File: src/rtl/saph_float_serialiser_if.sv
// Vector-in / element-out stream bundle for the float serialiser.
// Combinational bundle only, no latency of its own.
// The producer side honours in_ready; the consumer side stalls through out_ready.
interface saph_float_serialiser_if #(
  parameter int lanes = 2,
  parameter int fw    = 32
);
  localparam int LW = (lanes > 1) ? $clog2(lanes) : 1;

  logic                      in_valid;
  logic                      in_ready;
  logic [lanes-1:0][fw-1:0]  in_data;
  logic                      out_valid;
  logic                      out_ready;
  logic [fw-1:0]             out_data;
  logic [LW-1:0]             out_lane;
  logic                      out_last;

  // Serialiser side: takes vectors in and drives elements out.
  modport slave (
    input  in_valid, in_data, out_ready,
    output in_ready, out_valid, out_data, out_lane, out_last
  );

  // Environment side: offers vectors and consumes elements.
  modport master (
    output in_valid, in_data, out_ready,
    input  in_ready, out_valid, out_data, out_lane, out_last
  );
endinterface

File: src/rtl/saph_float_serialiser.sv
// Buffers multi-lane float vectors in a small FIFO and emits them one lane per cycle.
// Latency: a push into an empty FIFO appears on the output on the next cycle.
// Backpressure: in_ready drops when full (overflow is sticky); out_ready stalls the lane walk.
module saph_float_serialiser #(
  parameter int lanes = 2,
  parameter int depth = 4,
  parameter int fw    = 32
) (
  input  logic                         clk,
  input  logic                         rst,
  saph_float_serialiser_if.slave       bus,
  output logic [$clog2(depth+1)-1:0]   level,
  output logic                         overflow
);
  localparam int AW = $clog2(depth);
  localparam int LW = (lanes > 1) ? $clog2(lanes) : 1;
  localparam int CW = $clog2(depth + 1);

  // Element values are opaque bit patterns; nothing here interprets them.
  logic [lanes-1:0][fw-1:0] mem_q [depth];

  logic [AW-1:0] wr_ptr_q, wr_ptr_d;
  logic [AW-1:0] rd_ptr_q, rd_ptr_d;
  logic [CW-1:0] level_q, level_d;
  logic [LW-1:0] lane_q, lane_d;
  logic          ovf_q, ovf_d;

  logic in_rdy, out_vld, push, xfer, last_lane, pop;

  // Handshake flags come from registered state only, so no in->out or out_ready->in_ready path.
  always_comb begin
    in_rdy    = !rst && (level_q != CW'(depth));
    out_vld   = !rst && (level_q != '0);
    push      = bus.in_valid && in_rdy;
    xfer      = out_vld && bus.out_ready;
    last_lane = (lane_q == LW'(lanes - 1));
    pop       = xfer && last_lane;
  end

  // Next-state for pointers, lane counter, occupancy and sticky overflow.
  always_comb begin
    wr_ptr_d = wr_ptr_q;
    rd_ptr_d = rd_ptr_q;
    level_d  = level_q;
    lane_d   = lane_q;
    ovf_d    = ovf_q;
    if (push) wr_ptr_d = wr_ptr_q + AW'(1);
    if (pop)  rd_ptr_d = rd_ptr_q + AW'(1);
    if (xfer) lane_d = last_lane ? '0 : lane_q + LW'(1);
    case ({push, pop})
      2'b10:   level_d = level_q + CW'(1);
      2'b01:   level_d = level_q - CW'(1);
      default: level_d = level_q;
    endcase
    // A refused push is dropped; only the flag records it.
    if (bus.in_valid && !in_rdy) ovf_d = 1'b1;
  end

  // Control state register; reset also discards a partially sent head.
  always_ff @(posedge clk) begin
    if (rst) begin
      wr_ptr_q <= '0;
      rd_ptr_q <= '0;
      level_q  <= '0;
      lane_q   <= '0;
      ovf_q    <= 1'b0;
    end else begin
      wr_ptr_q <= wr_ptr_d;
      rd_ptr_q <= rd_ptr_d;
      level_q  <= level_d;
      lane_q   <= lane_d;
      ovf_q    <= ovf_d;
    end
  end

  // Vector storage; push already excludes reset and full cycles.
  always_ff @(posedge clk) begin
    if (push) mem_q[wr_ptr_q] <= bus.in_data;
  end

  // Present the current lane of the head vector.
  always_comb begin
    bus.in_ready  = in_rdy;
    bus.out_valid = out_vld;
    bus.out_data  = mem_q[rd_ptr_q][lane_q];
    bus.out_lane  = lane_q;
    bus.out_last  = last_lane;
    level         = level_q;
    overflow      = ovf_q;
  end
endmodule

File: src/flat_wrapper.sv
// flat-port wrapper written by rule: the top's interface ports become plain ports
module saph_float_serialiser_flat 
#(
  parameter int lanes = 2,
  parameter int depth = 4,
  parameter int fw    = 32
)
  (clk, rst, level, overflow, bus_in_valid, bus_in_data, bus_out_ready, bus_in_ready, bus_out_valid, bus_out_data, bus_out_lane, bus_out_last);
  saph_float_serialiser_if #(.lanes(lanes), .fw(fw)) bus_i ();
  input  logic clk;
  input  logic rst;
  output logic [$clog2(depth+1)-1:0] level;
  output logic overflow;
  input wire logic [$bits(bus_i.in_valid)-1:0] bus_in_valid;
  input wire logic [$bits(bus_i.in_data)-1:0] bus_in_data;
  input wire logic [$bits(bus_i.out_ready)-1:0] bus_out_ready;
  output wire logic [$bits(bus_i.in_ready)-1:0] bus_in_ready;
  output wire logic [$bits(bus_i.out_valid)-1:0] bus_out_valid;
  output wire logic [$bits(bus_i.out_data)-1:0] bus_out_data;
  output wire logic [$bits(bus_i.out_lane)-1:0] bus_out_lane;
  output wire logic [$bits(bus_i.out_last)-1:0] bus_out_last;
  assign bus_i.in_valid = bus_in_valid;
  assign bus_i.in_data = bus_in_data;
  assign bus_i.out_ready = bus_out_ready;
  assign bus_in_ready = bus_i.in_ready;
  assign bus_out_valid = bus_i.out_valid;
  assign bus_out_data = bus_i.out_data;
  assign bus_out_lane = bus_i.out_lane;
  assign bus_out_last = bus_i.out_last;
  saph_float_serialiser #(.lanes(lanes), .depth(depth), .fw(fw)) u_core (.clk(clk), .rst(rst), .bus(bus_i), .level(level), .overflow(overflow));
endmodule
File: config.mk
export PLATFORM = sky130hd
export DESIGN_NAME = saph_float_serialiser_flat
export DESIGN_NICKNAME = d
export VERILOG_FILES = /design/src/rtl/saph_float_serialiser_if.sv /design/src/rtl/saph_float_serialiser.sv /design/src/flat_wrapper.sv
export SDC_FILE = /design/constraint.sdc
export NUM_CORES = 1
export LEC_CHECK = 0
export CORE_MARGIN = 10
export CORE_UTILIZATION = 35
export CTS_CLUSTER_DIAMETER = 200
export DETAILED_ROUTE_END_ITERATION = 7
export PLACE_DENSITY_LB_ADDON = 0.1
export SYNTH_ARGS = -nofsm -noshare
export SYNTH_HDL_FRONTEND = slang
export SYNTH_SLANG_ARGS = --single-unit
File: constraint.sdc
create_clock -name clk -period 5.5 [get_ports clk]
set_clock_uncertainty 0.15 [all_clocks]
set_input_delay 1.1 -clock clk [delete_from_list [all_inputs] [get_ports clk]]
set_output_delay 1.1 -clock clk [all_outputs]
set_load 0.005 [all_outputs]
==> results.cfg <==
[clocking]
post_cts_buffers = 0
insertion_delay_ps = 530
cts_resized = 0
cts_buffers = 29
clkTransAtPathRegs_ps = 60
max-clock-path-buffers = 3
hold_buffers = 0
cts_sinks = 267
cts_tree = done
root_buffer = clkbuf_16
htree_levels = 1

[floorplan]
die_h_um = 192
die_area_mm2 = 0.0369
initial_core_util_pct = 35.8
core_mm2 = 0.0290
rows = 62
die_w_um = 192
boundaryPins = 108

[yosys]
async_reset_ff_share_pct = 0
synth_edf_count = 256
postSynthCellCount = 431
synth_top_area_share_pct = 74.1
ys_seq_area_share_pct = 76.2
synth_cell_types = 28
yosys_warnings = 0
yosys_register_bits = 267
yosys.area.top_type = edfxtp_1
synthTopCellsByArea = edfxtp_1 74%, mux4_1 14%, mux2_2 3.6%
synth_ff_type = edfxtp_1
synth.avg_cell_area_um2 = 24.1
syn-cell-area_mm2 = 0.0104
synth_nets = 505

[timing]
setup_violations = 0
rsz0062_at_grt = false
final-hold-violation-count = 0
period_needed_ps = 4310
maxSlewViolCount = 0
fin_setup_tns_ps = 0
tightest_slew_ps = 1060
min_period_over_period_pct = 78.4
fin_ws_ps = 1190
clock.fmax_ghz = 0.232
slew_headroom_pct = 29.0

[setup_path]
path_class = register to primary output
r2r_slack_ps = 2740
path_max_fanout = 24
worstSetupEndpointType = primary output
r2r-end = u_core.level[2]
endpoint = bus_out_data[17]
cp-start-kind = register
r2r_cells = 8
crit_required_ps = 4250
rr_startpoint = u_core.bus.out_lane
cp.arrival_ps = 3060

[place]
io_buffer_count = 107
routabilityCongestion = 0.642
place_hpwl_um = 11400
place_ws_ps = 1640

[cells_and_area]
regArea_mm2 = 0.00792
diodes = 0
fin_nets = 626
fin_util_pct = 43.6
areaGrowthSynthToFinish_pct = 22.0
multi_input_area_mm2 = 0.00232
drive_gt1_share_pct = 15.9
nFillCells = 2536

[grt]
antenna_found_initial = 0
grt_overflow = 0
track_usage_pct = 11.1
grt_pass1_wl_um = 30900
grt_max_degree = 65
grt_pass1_vias = 5110

[power]
p_leak_uw = 0.00401
ir_drop_mv = 0.220
p_per_area_mw_per_mm2 = 339

[detailed_routing]
drt_pass1_iterations = 4
num_vias = 4647
wl_um = 20700
wl_per_cell_um = 21.6
antenna_left = 0
drt-initial-drc-count = 208
via_per_inst = 4.86
drc_errors = 0

[run_status]
outcome = complete, no violations

[flow_run]
cap_violations = 0

[hold_path]
hold_path.class = register to register
==> cells in the mapped netlist (all sizes together), types with 3 or more instances <==
library cell / n
mux2: 33
a21oi: 4
xor2: 3
buf: 14
mux4: 64
dfxtp: 11
nor2: 11
inv: 7
and2: 4
ha: 5
clkbuf: 6
edfxtp: 256
==> where the power goes <==
part	switching [uW]	internal, uW
clock	735	962
sequential	22.6	2300
combinational	121	151
total	879	3420
==> layer usage <==
metal | vias to the layer above | track usage (%) | share of wire, %
li1 | 2101 | - | -
met1 | 2417 | 14.0 | 43
met2 | 96 | 18.6 | 50
met3 | 33 | 2.56 | 4.8
met4 | 0 | 3.16 | 2.2
met5 | - | 0 | 0
==> stage by stage <==
| stage | hold slack, ps | cell area, um2 | instances | total power [uW] |
|---|---|---|---|---|
| 6_report | 329 | 12700 | 957 | 4290 |
| 5_1_grt | 371 | 12700 | 957 | 4470 |
| 4_1_cts | 334 | 12700 | 957 | 4370 |
| 3_5_place_dp | 322 | 11800 | 905 | 2650 |
| 3_3_place_gp | 312 | 11800 | 905 | 2640 |
| 2_1_floorplan | 309 | 10400 | 431 | 2480 |
==> final cells by class <==
| class | count | share of cell area, % |
|---|---|---|
| Clock inverter | 15 | 0.573 |
| Tap cell | 384 | 3.79 |
| Sequential cell | 267 | 62.5 |
| Inverter | 7 | 0.208 |
| Timing Repair Buffer | 110 | 8.64 |
| Multi-Input combinational cell | 137 | 18.3 |
| Clock buffer | 37 | 5.97 |
==> flip-flops by register name, indices dropped and copies added (netlist names), named ones only <==
signal / flops
u_core.mem_q: 256
u_core.level: 3
u_core.rd_ptr_q: 2
u_core.wr_ptr_q: 2
u_core.bus.out_lane: 1
u_core.overflow: 1
==> worst max-delay path: stages, from the launching register on <==
cell	delay, ps
dfxtp_4	640
buf_4	480
mux4_1	640
mux2_2	290
clkdlybuf4s50_1	450
==> worst min path at each step <==
stage,startpoint,cells past startpoint,slack [ps],end
3_5_place_dp,u_core.overflow,2,320,u_core.overflow
6_report,u_core.overflow,2,330,u_core.overflow
3_3_place_gp,u_core.rd_ptr_q[1],2,310,register
5_1_grt,u_core.rd_ptr_q[1],2,370,register
4_1_cts,u_core.rd_ptr_q[1],2,330,register
2_1_floorplan,u_core.rd_ptr_q[1],2,310,register
==> cell families after synthesis <==
kind of cell / count (synthesis) / synth area share, %
AO/OA/AOI/OAI: 8 / 0.446
XOR/XNOR: 4 / 0.338
adder cells (fa/ha/maj): 6 / 0.796
buffers and inverters: 27 / 1.56
flip-flops: 267 / 76.2
multiplexers: 98 / 19.6
AND/OR/NAND/NOR: 21 / 1.06
==> cell usage in the layout, fill, tap and decap left out, drive strengths merged <==
cell	netlist	routed
nand2b	1	1
dfxtp	11	11
clkinv	0	14
clkdlybuf4s50	0	107
a21oi	4	4
fa	1	1
mux2i	1	1
or3	2	2
clkbuf	6	37
o31ai	1	1
buf	14	3
mux2	33	33
o21ai	2	2
ha	5	5
nor3	1	1
and2	4	4
nor3b	2	2
xor2	3	3
nor2	11	11
inv	7	8
o311ai	1	1
edfxtp	256	256
xnor2	1	1
mux4	64	64
Power figures use the tool's default switching activity.
